**src/rtl/xphy_training_master.sv**
```systemverilog
// Command-driven initiator for the 10GBASE-R PHY training port: issues one IPIF/DRP
// access per host command, waits for the matching ack or a timeout, and returns a response.
module xphy_training_master #(
    parameter logic [15:0] C_TIMEOUT      = 16'd1000,
    parameter logic [15:0] C_TIMEOUT_DATA = 16'hFFFF
) (
    input  logic        clk156,
    input  logic        reset,
    input  logic        cmd_valid,
    output logic        cmd_ready,
    input  logic        cmd_rnw,
    input  logic        cmd_drp,
    input  logic [20:0] cmd_addr,
    input  logic [15:0] cmd_wrdata,
    output logic        rsp_valid,
    input  logic        rsp_ready,
    output logic [15:0] rsp_rddata,
    output logic        rsp_timeout,
    output logic        training_enable,
    output logic [20:0] training_addr,
    output logic        training_rnw,
    output logic [15:0] training_wrdata,
    output logic        training_ipif_cs,
    output logic        training_drp_cs,
    input  logic [15:0] training_rddata,
    input  logic        training_rdack,
    input  logic        training_wrack
);

    typedef enum logic [1:0] {
        ST_IDLE,
        ST_ISSUE,
        ST_WAIT,
        ST_RESP
    } state_t;

    localparam logic [15:0] LAST_WAIT = C_TIMEOUT - 16'd1;

    state_t      state_q;
    logic [15:0] cnt_q;
    logic        rnw_q;
    logic        cmd_ready_q;
    logic        rsp_valid_q;
    logic [15:0] rsp_rddata_q;
    logic        rsp_timeout_q;
    logic        enable_q;
    logic [20:0] addr_q;
    logic        trn_rnw_q;
    logic [15:0] wrdata_q;
    logic        ipif_cs_q;
    logic        drp_cs_q;
    logic        ack_hit;

    // Only the ack type matching the outstanding access completes it.
    assign ack_hit = rnw_q ? training_rdack : training_wrack;

    always_ff @(posedge clk156 or posedge reset) begin
        if (reset) begin
            state_q       <= ST_IDLE;
            cnt_q         <= '0;
            rnw_q         <= 1'b1;
            cmd_ready_q   <= 1'b1;
            rsp_valid_q   <= 1'b0;
            rsp_rddata_q  <= '0;
            rsp_timeout_q <= 1'b0;
            enable_q      <= 1'b0;
            addr_q        <= '0;
            trn_rnw_q     <= 1'b1;
            wrdata_q      <= '0;
            ipif_cs_q     <= 1'b0;
            drp_cs_q      <= 1'b0;
        end else begin
            case (state_q)
                ST_IDLE: begin
                    if (cmd_valid) begin
                        state_q     <= ST_ISSUE;
                        cmd_ready_q <= 1'b0;
                        rnw_q       <= cmd_rnw;
                        enable_q    <= 1'b1;
                        addr_q      <= cmd_addr;
                        trn_rnw_q   <= cmd_rnw;
                        wrdata_q    <= cmd_wrdata;
                        ipif_cs_q   <= ~cmd_drp;
                        drp_cs_q    <= cmd_drp;
                    end
                end
                ST_ISSUE: begin
                    state_q   <= ST_WAIT;
                    ipif_cs_q <= 1'b0;
                    drp_cs_q  <= 1'b0;
                    cnt_q     <= '0;
                end
                ST_WAIT: begin
                    if (ack_hit || (cnt_q == LAST_WAIT)) begin
                        state_q     <= ST_RESP;
                        rsp_valid_q <= 1'b1;
                        enable_q    <= 1'b0;
                        addr_q      <= '0;
                        trn_rnw_q   <= 1'b1;
                        wrdata_q    <= '0;
                        // Ack takes priority over a timeout landing in the same cycle.
                        if (ack_hit) begin
                            rsp_rddata_q  <= rnw_q ? training_rddata : '0;
                            rsp_timeout_q <= 1'b0;
                        end else begin
                            rsp_rddata_q  <= C_TIMEOUT_DATA;
                            rsp_timeout_q <= 1'b1;
                        end
                    end else if (cnt_q != '1) begin
                        cnt_q <= cnt_q + 16'd1;
                    end
                end
                ST_RESP: begin
                    if (rsp_ready) begin
                        state_q     <= ST_IDLE;
                        rsp_valid_q <= 1'b0;
                        cmd_ready_q <= 1'b1;
                    end
                end
                default: state_q <= ST_IDLE;
            endcase
        end
    end

    assign cmd_ready        = cmd_ready_q;
    assign rsp_valid        = rsp_valid_q;
    assign rsp_rddata       = rsp_rddata_q;
    assign rsp_timeout      = rsp_timeout_q;
    assign training_enable  = enable_q;
    assign training_addr    = addr_q;
    assign training_rnw     = trn_rnw_q;
    assign training_wrdata  = wrdata_q;
    assign training_ipif_cs = ipif_cs_q;
    assign training_drp_cs  = drp_cs_q;

endmodule

```
**config.mk**
```make
export PLATFORM = sky130hd
export DESIGN_NAME = xphy_training_master
export DESIGN_NICKNAME = d
export VERILOG_FILES = /design/src/rtl/xphy_training_master.sv
export SDC_FILE = /design/constraint.sdc
export NUM_CORES = 1
export LEC_CHECK = 0
export CAP_MARGIN = 20
export CORE_MARGIN = 1.5
export CORE_UTILIZATION = 46
export CTS_CLUSTER_DIAMETER = 60
export DETAILED_ROUTE_END_ITERATION = 8
export PLACE_DENSITY = 0.8
export RECOVER_POWER = 50
export SYNTH_ARGS = -nofsm -noshare
export SYNTH_HDL_FRONTEND = slang
export SYNTH_SLANG_ARGS = --single-unit
```
**constraint.sdc**
```tcl
create_clock -name clk156 -period 3.1 [get_ports clk156]
set_input_delay 0.465 -clock clk156 [delete_from_list [all_inputs] [get_ports clk156]]
set_output_delay 0.465 -clock clk156 [all_outputs]
set_load 0.01 [all_outputs]
```
### Word-level counts from Yosys, hierarchy flattened

Cells that the tools add are included.

* register bits: 79
* bits in latches: 0
* memory bits (writable): 0
* bits in read-only memories: 0
* input port bits: 61
* output and inout port bits: 60
* logic and storage cells: 72
* memories kept: 0

* add/subtract/negate cells: 1
* $mul: 0
* divide/modulo/power cells: 0
* $lt $le $gt $ge: 0
* equal/unequal tests: 10
* shift-type cells: 0
* multiplexer cells: 32
* bitwise gates (word level): 1
* reductions and logical operators: 15

Operator list (count)
* 16-bit two-way mux: 6
* 16-bit case mux with 2 select lines: 2
* 21-bit two-way mux: 2
* 21-bit case mux with 2 select lines: 1
* 16-bit by 1-bit adder with 16-bit output (second input constant): 1
* 16-bit by 10-bit equality test with 1-bit output (second input constant): 1
* 16-bit != test (second input constant): 1
* 3-bit AND reduction: 5
* 1-bit case mux with 2 select lines: 6
* 1-bit two-way mux: 11
* 2-bit != test (second input constant): 5
* 2-bit nonzero test: 5
* 2-bit case mux with 4 select lines: 1
* 2-bit two-way mux: 3
* 2-bit AND reduction: 3
* 2-bit equality test (second input constant): 2
* 2-bit by 1-bit equality test with 1-bit output (second input constant): 1
* 2-bit zero test: 1
* 1-bit logical OR: 1
* 1-bit inverter: 1

### Longest topological paths before layout

Gate-level depths: netlist (run 1).

* depth after elaboration: 4
* gate-level depth with buffers: 9
* depth with buffers taken out: 6

### Worst setup path after synthesis (run 1)

Ideal clock, no wire load.

* path kind: register to register
* from: reg cnt_q[12]
* to: reg addr_q[0] (netlist: training_addr[0])
* arrival: 2302 ps
* required time: 2968 ps
* setup slack: 666 ps
* cell stages (with the launch flop): 9
* buffers on the path: 3
* period minus slack after synthesis: 2434 ps
* cell sequence: dfrtp_1 -> or4_1 -> or4_1 -> buf_2 -> a211o_1 -> buf_2 -> buf_2 -> nand2_1 -> o21ai_1

* word-level cells in the longest chain between the ends: 4

RTL lines
* start: declaration: RTL line 40 `logic [15:0] cnt_q;`
* start signal: assignment: RTL line 110 `cnt_q <= cnt_q + 16'd1;`
* 16-bit by 10-bit equality test with 1-bit output: RTL line 94 `if (ack_hit || (cnt_q == LAST_WAIT)) begin`
* 1-bit logical OR: RTL line 94
* 2-bit != test (no line)
* 3-bit AND reduction (no line)
* end signal: assignment: RTL line 80 `addr_q <= cmd_addr;`
* end: declaration: RTL line 47 `logic [20:0] addr_q;`

Every way passes these cells.
A chain may end at the register's enable or synchronous reset.

### Worst setup path in the final report (run 1)

* from: reg cnt_q[10]
* to: reg cnt_q[15]

* word-level cells in the longest chain between the ends: 4
* elaborated cells on any way between the ends: 10

RTL lines (RTL line)
* 16-bit by 1-bit adder with 16-bit output or 16-bit by 10-bit equality test with 1-bit output (tied branches): 110, 94
* 16-bit two-way mux or 1-bit logical OR (tied branches): 109, 94
* 16-bit two-way mux or 2-bit != test (tied branches)
* 16-bit case mux with 2 select lines or 3-bit AND reduction (tied branches)

Several ways; a longest one is shown, not always the timed one. The select of a mux whose other input is x is not followed.

==> results of run 1 <==
## cells in the mapped netlist (3+ instances only)
library cell / n
buf_2: 6
inv_1: 8
nand4_1: 4
dfrtp_1: 76
o221ai_1: 3
mux2_2: 4
and4_1: 3
o2111ai_1: 3
o21ai_1: 38
clkbuf_1: 18
nand2b_1: 40
a31oi_1: 3
dfstp_2: 3
nor2_1: 10
nand3_1: 8
ha_1: 5
nor2b_1: 3
a21oi_1: 15
or4_1: 4
o21ai_0: 32
nand2_1: 74
and2_1: 3
and3_1: 5
a22o_1: 6
## critical path, cell delays in order (launching register included)
cell	delay, ps
dfrtp_1	440
or4_1	560
or4_1	610
and2_1	320
and2_0	290
a221o_1	350
## state kept, by name, summed over array words and instances (netlist names), 2 cells and up
name / cells
state_q: 2
rsp_rddata: 16
training_wrdata: 16
training_addr: 21
cnt_q: 16
## power by group through the flow
stage / Combinational, mW / Sequential [mW] / Clock, mW
global placement: 2.34 / 1.68 / 0
finish: 2.33 / 1.67 / 0.731
floorplan: 1.22 / 1.82 / 0
CTS: 2.42 / 1.68 / 0.754
global route: 2.59 / 1.72 / 0.796
detailed placement: 2.41 / 1.70 / 0
## worst min path at each step
stage                                   startpoint                  endpoint  slack [ps]  depth (start not counted)
after global routing      training_rnw$_DFFE_PP1P_  training_rnw$_DFFE_PP1P_         490                          2
after floorplan               cnt_q[0]$_DFFE_PP0P_      cnt_q[0]$_DFFE_PP0P_         470                          1
after detailed placement  training_rnw$_DFFE_PP1P_  training_rnw$_DFFE_PP1P_         460                          2
after global placement    training_rnw$_DFFE_PP1P_  training_rnw$_DFFE_PP1P_         450                          2
after CTS                 training_rnw$_DFFE_PP1P_  training_rnw$_DFFE_PP1P_         470                          2
final                     training_rnw$_DFFE_PP1P_  training_rnw$_DFFE_PP1P_         470                          2
## cell type report
| cell class | instances | area (um2) |
|---|---|---|
| Inverter | 8 | 30.0 |
| Clock inverter | 4 | 47.5 |
| Fill cell | 661 | 2610 |
| Clock buffer | 11 | 131 |
| Sequential cell | 79 | 1980 |
| Multi-Input combinational cell | 288 | 1620 |
| Timing Repair Buffer | 128 | 1260 |
| Tap cell | 102 | 128 |
## kinds of logic (layout without fill, tap and decap cells)
| kind of cell | count (synthesis) | in the layout |
|---|---|---|
| mux | 6 | 6 |
| xor+xnor | 2 | 2 |
| flops | 79 | 79 |
| buf+inv | 34 | 151 |
| fa+ha+maj | 5 | 5 |
| simple gates | 166 | 166 |
| compound gates | 109 | 109 |
## layer usage
| layer | vias to the layer above | part of all wire, % |
|---|---|---|
| met1 | 1593 | 45 |
| met5 | - | 0 |
| met4 | 0 | 1.3 |
| met3 | 8 | 4.7 |
| met2 | 83 | 49 |
| li1 | 1609 | - |
## placed cells by master, fill, tap and decap left out, drive strengths merged, types with 3 or more instances in the layout
cell / instances
clkdlybuf4s50: 92
dfrtp: 76
nand2: 74
o21ai: 70
nand2b: 40
dlygate4sd3: 28
a21oi: 15
clkbuf: 12
nor2: 10
nand3: 8
inv: 7
buf: 7
a22o: 6
and3: 5
ha: 5
or4: 4
nand4: 4
mux2: 4
and2: 4
and4: 3
a31oi: 3
nor2b: 3
o2111ai: 3
o221ai: 3
dfstp: 3
clkinv: 3
==> results.md, run 1 <==
* Antenna-violating nets left at 0
* Grt peak-use layer: met2
* Cell variety after synth at 44
* Number of port buffers at 120
* R2R Path End: cnt_q[15]$_DFFE_PP0P_
* Yosys top cell area share at around half
* Row cnt at 32
* Vias in the first global route at roughly 3,000
* Adder-Cell Fraction of Synth Area at approximately 1.7%
* Final TNS setup at 0 ps
* CTS root buf: clkbuf_8
* Max-cap violations at 1
* Post-DP HPWL at about 6900 um
* Max Freq at about 0.37 GHz
* Synth area leaders: dfrtp_1, nand2_1, nand2b_1
* GRT met1 Usage at 31.3%
* Initial Util at a little under half
* Final RePlAce weighted congestion at between 0.8 and 0.9
* Setup crit end: cnt_q[15]$_DFFE_PP0P_
* Antenna violations before repair at 0
* Max Slew Vio Count at 80
* WL/cell at between 15 and 20 um
* Sink Count at slightly below 80
* Yosys top cell by area: dfrtp_1
* Placement Cell Area at 5030 um2
* Clock latency on the worst-skew pair at between 300 and 400 ps
* Period utilization at just under 90%
* Clock network fraction of total power at between 15 and 20%
* Initial DRC count at between 150 and 200
* Switching Share at between 30% and 40%
* Post-synthesis register bit count at between 70 and 80
* Pin count of the biggest net entering global routing at 80
* Core area at 7810 um2
* Unrepaired setup endpoints after global routing: no
* Main combinational cell family by area after synthesis: simple AND/OR/NAND/NOR gates
* EDFF count, synth at 0
* Number of antenna diodes at 0
* Non-filler cells, final at between 600 and 700
* Die W at 93.1 um
* Crit Path Max Fanout at 12
* DIE HEIGHT at 93.1 um
* Fin crit period at roughly 2700 ps
* Seq/Total Area, Yosys at between 50% and 60%
* Combinational Power Share at approximately half
* Post-Syn Area at 3740 um2
* GRT Overall Usage at 22.5%
* Net Count, Synth at about 470
* Final setup vio count at 0
* Mux cell area share after synthesis at approximately 1.7%
* Layout Utilization at roughly two thirds
* Slew @ Worst Pin at ~1900 ps
* Critical path type: flip-flop to flip-flop
* Synth Area in XOR/XNOR at less than 1%
* Placement Setup Slack at around 440 ps
* Clk buf depth at 2
* Synth Area in Compound Gates at about 17%
* R2R depth at 5
* Syn Area/Cell at 9.32 um2
* Resized Gates After CTS at 0
* Crit. Startpoint: cnt_q[10]$_DFFE_PP0P_
* Synth Warn # at 0
* Hold crit path type: flip-flop to flip-flop
* Die footprint at a little under 9000 um2
* Area delta synth->final at 39.0%
* Setup Skew at 10.8 ps
* TritonCTS clock tree: done
* Layout Nets at just under 600
* Worst setup EP type: flip-flop
* Post-Route WL at 9480 um
* Maximum vdd drop at 0.530 mV
* Launching element type of the critical path: flip-flop
* Final instance area at between 5000 and 6000 um2
* Worst EP required at 3320 ps
* Leakage at roughly 2.3 nW
* Via count at roughly 3,300
* Io pins at roughly 120
* R2R Path Start: cnt_q[10]$_DFFE_PP0P_
* Drt pass-1 iters at 4
* Final WS setup at approximately 410 ps
* Internal reg-to-reg setup slack at slightly above 400 ps
* Layout cells sized above 1 at 6.76%
* Violated checks: max-capacitance violations, max-slew violations
* Pwr dens at 910 nW/um2
* Sw power at around 1.8 mW
* Top_reg_cell synth: dfrtp_1
* Met2 Resource Use GR at between 30% and 40%
* Syn Inst Count at 401
* Vias per cell at ~5.3
* H-tree levels at 3
* Hold Vio Cnt, Final at 0
* Final Power at ~4.7 mW
* First-pass GRT wire length at between 15,000 and 20,000 um
* Status: finished with violations
* Hold_ws at 470 ps
* Placed Cells incl. Taps at 605
* Post-CTS Setup Repair Bufs at 0
* Total gr overflow at 0
* DRC at 0
* Ys async rst share at between 90% and 100%
* Seq pwr share at a little over a third
* Synth Area in Simple Gates at 22.5%
* CTS Buf Count at 9
* # hold bufs at CTS at 0
* Worst slew margin at -27.7%
* Grt met3 use at under 10%
* Critical Path AT at between 2000 and 3000 ps
* Clk slew on worst S/H paths at about 80 ps
* Int Power at approximately 2.9 mW
No activity file was read; power rests on OpenSTA's default activity.
==> run 2, diff against run 1 <==
--- a/config.mk
+++ b/config.mk
@@ -6,7 +6,6 @@
 export NUM_CORES = 1
 export LEC_CHECK = 0
 export CAP_MARGIN = 20
-export CORE_MARGIN = 1.5
 export CORE_UTILIZATION = 46
 export CTS_CLUSTER_DIAMETER = 60
 export DETAILED_ROUTE_END_ITERATION = 8
==> results.md, run 2 (synthesis results as in run 1) <==
* Status: completed
* CP max-delay cell: or4_1
* R2R Path Start: cnt_q[10]$_DFFE_PP0P_
* Hold path start: training_rnw$_DFFE_PP1P_
* Seq pwr share at 34.4% (-0.9 points)
* Final Power at 4.85 mW (+2.7%)
* Hold Vio Cnt, Final at 0 (unchanged)
* Crit. Startpoint: cnt_q[10]$_DFFE_PP0P_
* TritonCTS clock tree: done
* Combinational Power Share at 48.0% (-1.3 points)
* Area delta synth->final at 40.3%
* Max-cap violations at 0 (-1)
* Critical path type: flip-flop to flip-flop
* Pwr dens at 926 nW/um2 (+1.7%)
* Via count at 3,307 (+0.43%)
* Drt pass-1 iters at 4 (unchanged)
* Max Freq at 0.363 GHz (-2.6%)
* Io pins at 121 (unchanged)
* Critical Path AT at 2980 ps (+70 ps)
* Worst EP required at 3330 ps (about the same)
* Resized Gates After CTS at 0 (unchanged)
* Clock network fraction of total power at 17.5% (+2.0 points)
* Final setup vio count at 0 (unchanged)
* WL/cell at 15.4 um (+0.70%)
* Layout Utilization at 67.1% (+0.61 points)
* CTS Buf Count at 9 (unchanged)
* CTS root buf: clkbuf_8
* Commonest non-fill, non-tap cell in the layout: clkdlybuf4s50_1
* Fin crit period at 2760 ps (+71.4 ps)
* DRC at 0 (unchanged)
* Vias in the first global route at 3,165 (+5.0%)
* Total gr overflow at 0 (unchanged)
* # hold bufs at CTS at 0 (unchanged)
* Final WS setup at 343 ps (-71.4 ps)
* Initial DRC count at 169 (+3.0%)
* Most frequent cells in the layout: clkdlybuf4s50_1, dfrtp_1, nand2_1, nand2b_1, o21ai_1
* Internal reg-to-reg setup slack at 340 ps (-70 ps)
* Slew @ Worst Pin at 1190 ps (-724 ps)
* Period utilization at 88.9% (+2.3 points)
* Area occupied by multi-input gates at 1620 um2 (unchanged)
* Final-layout fill cell count at 644 (-2.6%)
* Setup crit end: cnt_q[9]$_DFFE_PP0P_
* R2R Path End: cnt_q[9]$_DFFE_PP0P_
* Max Slew Vio Count at 0 (-100%)
* Number of antenna diodes at 0 (unchanged)
* Launching element type of the critical path: flip-flop
* Row cnt at 32 (unchanged)
* Flip-flop count of the largest register after layout at 21 (unchanged)
* Most frequent CP cell: or4_1
* Clk buf depth at 2 (unchanged)
* Hold_ws at 477 ps (+6.63 ps)
* Post-CTS Setup Repair Bufs at 0 (unchanged)
* Worst setup EP type: flip-flop
* Crit Path Max Fanout at 12 (unchanged)
* First-pass GRT wire length at 15,500 um (+2.9%)
* Clk slew on worst S/H paths at 80 ps (about the same)
* Core area at 7810 um2 (unchanged)
* DIE HEIGHT at 92.1 um (-1.1%)
* Maximum vdd drop at 0.486 mV (-8.2%)
* Antenna violations before repair at 0 (unchanged)
* Worst slew margin at 20.4% (+48 points)
* Sink Count at 79 (unchanged)
* Switching Share at 37.9% (-0.56 points)
* Placement Setup Slack at 404 ps (-31.0 ps)
* Final TNS setup at 0 ps (unchanged)
* Unrepaired setup endpoints after global routing: no
* R2R depth at 5 (unchanged)
* H-tree levels at 3 (unchanged)
* Layout Nets at 579 (-0.17%)
* Die footprint at 8490 um2 (-2.1%)
* Vias per cell at 5.34 (+0.59%)
* Int Power at 3.01 mW (+3.6%)
* Hold crit path type: flip-flop to flip-flop
* Max incr delay on CP at 620 ps (about the same)
* Die W at 92.1 um (-1.1%)
* FF+latch area at 1980 um2 (unchanged)
* Number of port buffers at 120 (unchanged)
* Sw power at 1.84 mW (+1.2%)
* Layout cells sized above 1 at 6.96% (+0.21 points)
* Pin count of the biggest net entering global routing at 77 (-3.8%)
* Final RePlAce weighted congestion at 0.940 (+5.2%)
* Post-Route WL at 9530 um (+0.54%)
* Setup Skew at 15.7 ps (+4.88 ps)
* Antenna-violating nets left at 0 (unchanged)
* Post-DP HPWL at 6710 um (-2.8%)
* Initial Util at 47.9% (unchanged)
* GRT Overall Usage at 23.1% (+0.62 points)
* CP cell instances: or4_1, or4_1, and2_1, and2_0, a221o_1
* Clock latency on the worst-skew pair at 350 ps (about the same)
* Leakage at 2.30 nW (+1.1%)
## run 2: layout make-up
class	count	share of cell area, %
Sequential cell	79	37.8
Tap cell	102	2.43
Multi-Input combinational cell	288	30.9
Inverter	8	0.573
Timing Repair Buffer	127	24.2
Clock buffer	10	2.63
Clock inverter	5	1.55
## run 2: stage by stage
stage | area, um2 | std cells
4_1_cts | 5240 | 619
5_1_grt | 5240 | 619
6_report | 5240 | 619
3_5_place_dp | 5020 | 604
3_3_place_gp | 5020 | 604
2_1_floorplan | 3740 | 401
## run 2: per-layer routing
layer  vias to the layer above  GRT usage (%)  wire length [um]
li1                       1616              -                 -
met4                         0           10.0               260
met1                      1548           32.0              4130
met5                         -              0                 0
met2                       121           36.0              4610
met3                        22           3.65               527
## run 2: worst min path at each step
stage / to / slack [ps] / cells after the start
floorplan: cnt_q[0]$_DFFE_PP0P_ / 470 / 1
global placement: training_rnw$_DFFE_PP1P_ / 450 / 2
detailed placement: rsp_rddata[11]$_DFFE_PP0P_ / 470 / 2
CTS: training_rnw$_DFFE_PP1P_ / 480 / 2
global route: training_rnw$_DFFE_PP1P_ / 500 / 2
finish: training_rnw$_DFFE_PP1P_ / 480 / 2
## run 2: critical path, delay by kind of cell, from the launching register on
kind,cells,cell delay [ps]
simple gates,4,1830
flops,1,440
compound gates,1,370
## run 2: power by group through the flow
stage / registers (mW) / logic [mW] / clock network, mW
floorplan: 1.82 / 1.22 / 0
CTS: 1.68 / 2.40 / 0.866
global placement: 1.68 / 2.32 / 0
global route: 1.73 / 2.59 / 0.916
detailed placement: 1.70 / 2.39 / 0
finish: 1.67 / 2.33 / 0.852
